<file path="config.mk">
export PLATFORM = sky130hd
export DESIGN_NAME = pipe_ctrl
export DESIGN_NICKNAME = d
export VERILOG_FILES = /design/src/rtl/pipe_ctrl_pkg.sv /design/src/rtl/pipe_ctrl_stall_encoder.sv /design/src/rtl/pipe_ctrl.sv
export SDC_FILE = /design/constraint.sdc
export NUM_CORES = 1
export LEC_CHECK = 0
export CAP_MARGIN = 40
export CORE_MARGIN = 1
export CORE_UTILIZATION = 25
export DETAILED_ROUTE_END_ITERATION = 8
export PLACE_DENSITY = 0.73
export RECOVER_POWER = 25
export SLEW_MARGIN = 20
export SYNTH_ARGS = -nofsm -noshare
export SYNTH_HDL_FRONTEND = slang
export SYNTH_SLANG_ARGS = --single-unit
</file>
<file path="constraint.sdc">
create_clock -name clk -period 1.83 [get_ports clk]
set_input_delay 0.2745 -clock clk [delete_from_list [all_inputs] [get_ports clk]]
set_output_delay 0.2745 -clock clk [all_outputs]
set_load 0.02 [all_outputs]
</file>
<file path="src/rtl/pipe_ctrl_pkg.sv">
// Shared definitions for the pipeline sequencing controller: FSM state
// encoding, pipeline register indices, exception vector default and the
// saturating increment used by the performance counters.
package pipe_pkg;

  // Controller FSM states
  typedef enum logic {
    PIPE_RUN   = 1'b0,
    PIPE_FLUSH = 1'b1
  } pipe_state_t;

  // Pipeline register indices as seen on en/bubble
  localparam int STG_PC    = 0;
  localparam int STG_IFID  = 1;
  localparam int STG_IDEX  = 2;
  localparam int STG_EXMEM = 3;
  localparam int STG_WB    = 4;

  localparam int NUM_STAGES = 5;
  localparam int NUM_STALL  = 4;

  // Wide enough to hold FLUSH_CYCLES-1 for FLUSH_CYCLES up to 15
  localparam int FLUSH_CNT_W = 4;

  localparam logic [31:0] DEFAULT_VEC_OFFSET = 32'h0000_0180;

  // Counter increment that sticks at all-ones instead of wrapping
  function automatic logic [31:0] sat_inc(input logic [31:0] v);
    return (v == 32'hFFFF_FFFF) ? v : v + 32'd1;
  endfunction

endpackage

</file>
<file path="src/rtl/pipe_ctrl_stall_encoder.sv">
// Priority encoder from the four stage stall requests to pipeline register
// controls. The deepest stalling stage d freezes registers 0..d, the register
// just downstream of it takes a bubble, and everything further down flows.
// Stall request bit i belongs to the stage feeding register i+1
// (0=IF, 1=ID, 2=EX, 3=MEM).
module stall_encoder
  import pipe_pkg::*;
(
  input  logic [NUM_STALL-1:0]  stallreq,
  output logic [NUM_STAGES-1:0] en,
  output logic [NUM_STAGES-1:0] bubble
);

  // One extra zero bit on top so register 4 (MEM/WB) sees "no stall above"
  logic [NUM_STAGES-1:0] req_ext;
  logic [NUM_STAGES-1:0] stall_at_or_above;

  assign req_ext = {1'b0, stallreq};

  generate
    for (genvar gi = 0; gi < NUM_STAGES; gi++) begin : g_stage
      // Register gi is frozen if its own stage or any deeper stage stalls
      assign stall_at_or_above[gi] = |req_ext[NUM_STAGES-1:gi];
      assign en[gi] = ~stall_at_or_above[gi];

      if (gi == STG_PC) begin : g_pc
        // Nothing upstream of the PC can insert a bubble into it
        assign bubble[gi] = 1'b0;
      end else begin : g_reg
        // Bubble lands right below the deepest stalling stage
        assign bubble[gi] = req_ext[gi-1] & ~stall_at_or_above[gi];
      end
    end
  endgenerate

endmodule

</file>
<file path="src/rtl/pipe_ctrl.sv">
// Central pipeline sequencing controller for the 5-stage MIPS core.
// Generates load enables / bubble inserts for PC, IF/ID, ID/EX, EX/MEM and
// MEM/WB, runs the exception/ERET flush sequence and supplies the fetch
// redirect target. All control outputs are combinational from inputs and
// state. Optional stall/flush performance counters are built only when
// PIPE_PERF_CNT_EN is defined; otherwise both counter outputs are tied to 0.
module pipe_ctrl
  import pipe_pkg::*;
#(
  parameter int unsigned FLUSH_CYCLES = 2,
  parameter logic [31:0] VEC_OFFSET   = DEFAULT_VEC_OFFSET
) (
  input  logic        clk,
  input  logic        rst,
  input  logic        stallreq_if,
  input  logic        stallreq_id,
  input  logic        stallreq_ex,
  input  logic        stallreq_mem,
  input  logic        excp_valid,
  input  logic        excp_is_eret,
  input  logic [31:0] epc,
  input  logic [31:0] ebase,
  output logic [4:0]  en,
  output logic [4:0]  bubble,
  output logic        flush,
  output logic [31:0] new_pc,
  output logic        new_pc_valid,
  output logic [31:0] stall_cnt,
  output logic [31:0] flush_cnt
);

  // Remaining FLUSH-state cycles after the event cycle itself
  localparam logic [FLUSH_CNT_W-1:0] FLUSH_LOAD = FLUSH_CNT_W'(FLUSH_CYCLES - 1);

  pipe_state_t            state_reg;
  logic [FLUSH_CNT_W-1:0] flush_left_reg;

  logic [NUM_STALL-1:0]  stallreq;
  logic [NUM_STAGES-1:0] enc_en;
  logic [NUM_STAGES-1:0] enc_bubble;
  logic                  any_stall;
  logic                  event_accept;
  logic [31:0]           redirect_pc;

  assign stallreq  = {stallreq_mem, stallreq_ex, stallreq_id, stallreq_if};
  assign any_stall = |stallreq;

  // A MEM-stage stall holds the excepting instruction back, so the event
  // waits until MEM is free; FLUSH masks it entirely.
  assign event_accept = (state_reg == PIPE_RUN) && excp_valid && !stallreq_mem;

  assign redirect_pc = excp_is_eret ? epc : (ebase + VEC_OFFSET);

  stall_encoder u_stall_encoder (
    .stallreq (stallreq),
    .en       (enc_en),
    .bubble   (enc_bubble)
  );

  // Flush sequencing FSM: an accepted event opens a FLUSH window that lasts
  // FLUSH_CYCLES-1 cycles beyond the event cycle.
  always_ff @(posedge clk) begin
    if (rst) begin
      state_reg      <= PIPE_RUN;
      flush_left_reg <= '0;
    end else begin
      case (state_reg)
        PIPE_RUN: begin
          if (event_accept && (FLUSH_CYCLES > 1)) begin
            state_reg      <= PIPE_FLUSH;
            flush_left_reg <= FLUSH_LOAD;
          end
        end
        PIPE_FLUSH: begin
          if (flush_left_reg <= FLUSH_CNT_W'(1)) begin
            state_reg      <= PIPE_RUN;
            flush_left_reg <= '0;
          end else begin
            flush_left_reg <= flush_left_reg - FLUSH_CNT_W'(1);
          end
        end
        default: begin
          state_reg      <= PIPE_RUN;
          flush_left_reg <= '0;
        end
      endcase
    end
  end

  // Output decode: reset defaults, then FLUSH, then an accepted event, then
  // the stall priority encoding.
  always_comb begin
    en           = 5'b11111;
    bubble       = 5'b00000;
    flush        = 1'b0;
    new_pc       = 32'h0000_0000;
    new_pc_valid = 1'b0;
    if (rst) begin
      en = 5'b11111;
    end else if (state_reg == PIPE_FLUSH) begin
      // Let the PC run on from the redirect target while the rest drains
      flush       = 1'b1;
      en          = 5'b00000;
      en[STG_PC]  = 1'b1;
    end else if (event_accept) begin
      flush        = 1'b1;
      en           = 5'b00000;
      new_pc       = redirect_pc;
      new_pc_valid = 1'b1;
    end else begin
      en     = enc_en;
      bubble = enc_bubble;
    end
  end

`ifdef PIPE_PERF_CNT_EN
  logic [31:0] stall_cnt_reg;
  logic [31:0] flush_cnt_reg;

  // Saturating counters of stalled RUN cycles and accepted events
  always_ff @(posedge clk) begin
    if (rst) begin
      stall_cnt_reg <= '0;
      flush_cnt_reg <= '0;
    end else begin
      if ((state_reg == PIPE_RUN) && any_stall && !event_accept) begin
        stall_cnt_reg <= sat_inc(stall_cnt_reg);
      end
      if (event_accept) begin
        flush_cnt_reg <= sat_inc(flush_cnt_reg);
      end
    end
  end

  assign stall_cnt = stall_cnt_reg;
  assign flush_cnt = flush_cnt_reg;
`else
  // any_stall only feeds the counters; keep it referenced for the linter
  logic unused_any_stall;
  assign unused_any_stall = any_stall;

  assign stall_cnt = 32'h0000_0000;
  assign flush_cnt = 32'h0000_0000;
`endif

endmodule

</file>
# Word-level counts from Yosys, hierarchy flattened
# Index checks and enable logic that the tools add are counted.
# totals
latch_bits,0
mem_bits_rw,0
memories,0
mem_bits_ro,0
ff_bits,5
word_cells,40
# op_classes
mul,0
add_sub_neg,2
n_eq_ne,1
bitwise,8
muxes,20
shift,0
n_lt_le_gt_ge,1
div,0
reduce_logical,6
# op_table
cell,count
two-way mux 32 bit,4
adder 32 x 9 -> 32 bit (second input constant),1
two-way mux 5 bit,6
two-way mux 4 bit,2
case mux 4 bit (2 select lines),1
two-way mux 1 bit,6
inverter 1 bit,5
<= comparator 4 x 1 -> 1 bit (second input constant),1
OR reduction 4 bit,1
subtractor 4 x 1 -> 4 bit (second input constant),1
AND 1 bit,3
OR reduction 3 bit,1
logical AND 1 bit,2
!= test 2 bit (second input constant),1
case mux 1 bit (2 select lines),1
OR reduction 2 bit,1
logical NOT 1 bit,1

# Logic depth before layout (Yosys ltp)
# depth
depth_word,6
mapped_depth,7
mapped_depth_nobuf,6

# By module
# From an unflattened synthesis, not the netlist that was laid out.
# hier_totals
cells_unflattened,273
hier_area_um2,1865.5
# modules_own_cells
module,area_per_inst_um2,instances,cells_per_inst
pipe_ctrl,1781.7,1,261
stall_encoder,83.8,1,12

# Least setup slack after synthesis
# No wires, ideal clock.
# synth_timing
path_kind,in2out
start,input ebase[7]
end,output new_pc[31]
path_slack_ns,-0.158
cell_stages,6
arrival_time_ns,1.713
path_cell_list,inv_1 -> ha_1 -> and3b_1 -> nand2_1 -> or4_1 -> a31oi_1
# synth_between
elab_chain_len,5
# synth_lines
item,line,source
start: declaration,pipe_ctrl.sv:22,"input logic [31:0] ebase,"
adder 32 x 9 -> 32 bit,pipe_ctrl.sv:52,assign redirect_pc = excp_is_eret ? epc : (ebase + VEC_OFFSET);
two-way mux 32 bit,pipe_ctrl.sv:52,
two-way mux 32 bit,pipe_ctrl.sv:105,end else if (event_accept) begin
two-way mux 32 bit,pipe_ctrl.sv:100,end else if (state_reg == PIPE_FLUSH) begin
two-way mux 32 bit,pipe_ctrl.sv:98,if (rst) begin
end: declaration,pipe_ctrl.sv:26,"output logic [31:0] new_pc,"
# Every way passes these cells.

# Worst setup path after layout
# Ends and elaborated chain as after synthesis.

==> run summary <==
Hold WS: 0.549 ns
Arrival @ worst endpoint: 1.68 ns
cell taking the most area after synthesis: buf_4
Leak Pwr: 1.66 nW
count of different cell masters after synthesis: 46
HPWL Detailed: 5.39 mm
Core ar.: 6910 µm²
Top Ports: 180
Layout Skew: 0.00308 ns
critical path, cell by cell: buf_8 -> inv_4 -> ha_4 -> and3b_2 -> nand2_2 -> or4_4 -> a31oi_4 -> buf_6
maximum clock frequency: 511 MHz
ys flop type: dfxtp_1
EDFF count, synth: 0
PwrDens: 296 nW/µm²
non-filler instance count after layout: 539
largest net degree at the start of global routing: 25
Area growth, synth to finish: 97.5%
largest fanout on the critical path: 3
die area: 7610 µm²
Die Height: 87.2 µm
top cell type's share of synthesized area: 26.9%
startpoint type of the worst setup path: primary input
reg2reg start: flush_left_reg[0]
Final #Nets: 519
clock root buffer master: clkbuf_8
final WL: 6.98 mm
Critical-path top delay cell: or4_4
synth top area cells: buf_4 (27%), o21ai_0 (6.1%), dfxtp_1 (5.5%), xnor2_1 (5.3%), a21oi_1 (5.0%)
number of remaining DRC errors: 0
H-tree depth: 1
n_diodes: 0
FFs w/ async S/R, synth: 0%
Setup-failing EPs final: 9
post-route ant nets: 0
Max Cap Viol: 0
Synth Warn #: 0
grt total ovfl: 0
Hold Violations, Final: 0
all-layer global routing usage: 16.7%
Clock Sinks: 5
status: finished, violations left
max FFs per register: 4
CP Capture Type: output port
initial core utilization: 26.3%
FILL cells: 666
Crit Path Class: primary input to output port
Clock transition at path regs: 0.03 ns
vias: 2420
vias in the first global route: 2186
CTS tree: done
CTS buffer count: 3
Inst Count DP: 523
Clock Latency Late Sink: 0.22 ns
cells after synthesis: 276
synthesized area: 1820 µm²
footprint of the multi-input gates: 1710 µm²
worst slack, placed: -1.16 ns
failing checks: negative setup slack
row cnt: 30
Seq cells post-synth: 5
min-delay src: flush_left_reg[2]
average size of a mapped cell: 6.58 µm²
Clock Tree Buf Depth: 2
die width: 87.2 µm
RSZ-0062 raised after global routing: yes
fraction of layout cells with a size suffix above 1: 37.7%
CP max stage delay: 0.53 ns
PortBufs: 114
WP data required: 1.56 ns
drt first pass iters: 4
Tmin final: 1.96 ns
Layout Utilization: 52.0%
initial antenna violation count: 0
GPL Wtd Cong: 0.836
Peak VDD IR: 0.382 mV
worst hold path class: flip-flop to flip-flop
register area: 101 µm²
first-pass GRT wire length: 10.1 mm
fin crit share: 107%
Pins Over Slew Limit: 0
register area share after synthesis: 5.51%
overall power: 1.06 mW
Avg Vias per Cell: 4.49
Crit. Startpoint: ebase[7]
final setup margin: -0.125 ns
DR WL/cell: 13.0 µm
initial drt markers: 42
==> final timing paths <==
path / to / slack [ns] / cells past startpoint
max: new_pc[31] / -0.13 / 8
min reg2reg: flush_left_reg[2] / 0.55 / 2
max reg2reg: flush_left_reg[3] / 0.43 / 6
min: flush_left_reg[2] / 0.55 / 2
==> cell usage in the layout (no fill, tap or decap), types with 7 or more instances in the layout <==
cell type	count
clkdlybuf4s50_1	43
o21ai_0	18
nand2_1	16
xnor2_1	9
mux2i_1	7
a21oi_2	10
nor2_1	18
inv_1	8
buf_6	14
buf_4	60
dlygate4sd2_1	23
buf_2	14
conb_1	65
a21oi_1	8
==> logic make-up after synthesis <==
| group | share of synthesized area, % |
|---|---|
| multiplexers | 3.86 |
| flip-flops | 5.51 |
| adder cells (fa/ha/maj) | 2.07 |
| XOR/XNOR | 5.79 |
| AND/OR/NAND/NOR | 28.2 |
| other | 0.206 |
| AO/OA/AOI/OAI | 22.8 |
| buffers and inverters | 31.6 |
==> power by group <==
group          internal, mW  total (mW)  switching [mW]
registers             0.116       0.123         0.00718
logic                 0.336       0.738           0.402
clock network         0.149       0.201          0.0517
total                 0.601        1.06           0.461
==> layout make-up <==
type | count | share of cell area, %
multi-input cells | 248 | 47.5
repair buffers | 174 | 43.6
well taps | 96 | 3.35
flip-flops and latches | 5 | 2.82
inverters | 12 | 1.46
clock buffers | 4 | 1.26
==> metrics by stage <==
step                      cell area [µm²]  setup TNS [ns]
after CTS                            3470          -0.953
after floorplan                      2120         -0.0607
final                                3590          -0.655
after global placement               3240          -27.84
after detailed placement             3240          -28.77
after global routing                 3590           -1.71
==> synth_stat cells (3+ instances only) <==
cell	number
inv_1	12
mux2i_1	7
clkbuf_1	7
xnor2_1	11
nand4_1	6
o31ai_1	3
a31oi_1	6
o21a_1	4
ha_1	3
and4_1	4
or3_1	3
buf_2	3
buf_4	65
nor4_1	4
nor2b_1	3
nand2_1	18
and3_1	6
nor3_1	9
a31o_2	4
a21oi_1	18
dfxtp_1	5
nand3_1	4
o21ai_0	22
nor2_1	22
and2_1	3
==> per-layer routing <==
metal / up-vias / part of all wire (%) / global-route usage [%]
met5: - / 0 / 0
met4: 0 / 1.7 / 3.73
met3: 14 / 8.2 / 2.75
met2: 133 / 51 / 32.6
met1: 1088 / 39 / 18.6
li1: 1185 / - / -
==> critical path: cells and delay by family <==
| family | cells | cell delay (ns) |
|---|---|---|
| AND/OR/NAND/NOR | 3 | 0.84 |
| AO/OA/AOI/OAI | 1 | 0.15 |
| adder cells (fa/ha/maj) | 1 | 0.16 |
| buffers and inverters | 3 | 0.25 |
==> timing repair <==
action                                  in CTS  in global routing
resized for setup                          270                 43
gates cloned                                 1                  0
pin swaps                                   33                 25
hold buffers                                 0                  0
endpoints found under the hold margin        0                  0
buffers inserted                             8                  4
endpoints found under the setup margin      43                 26
(Power assumes the default switching activity.)
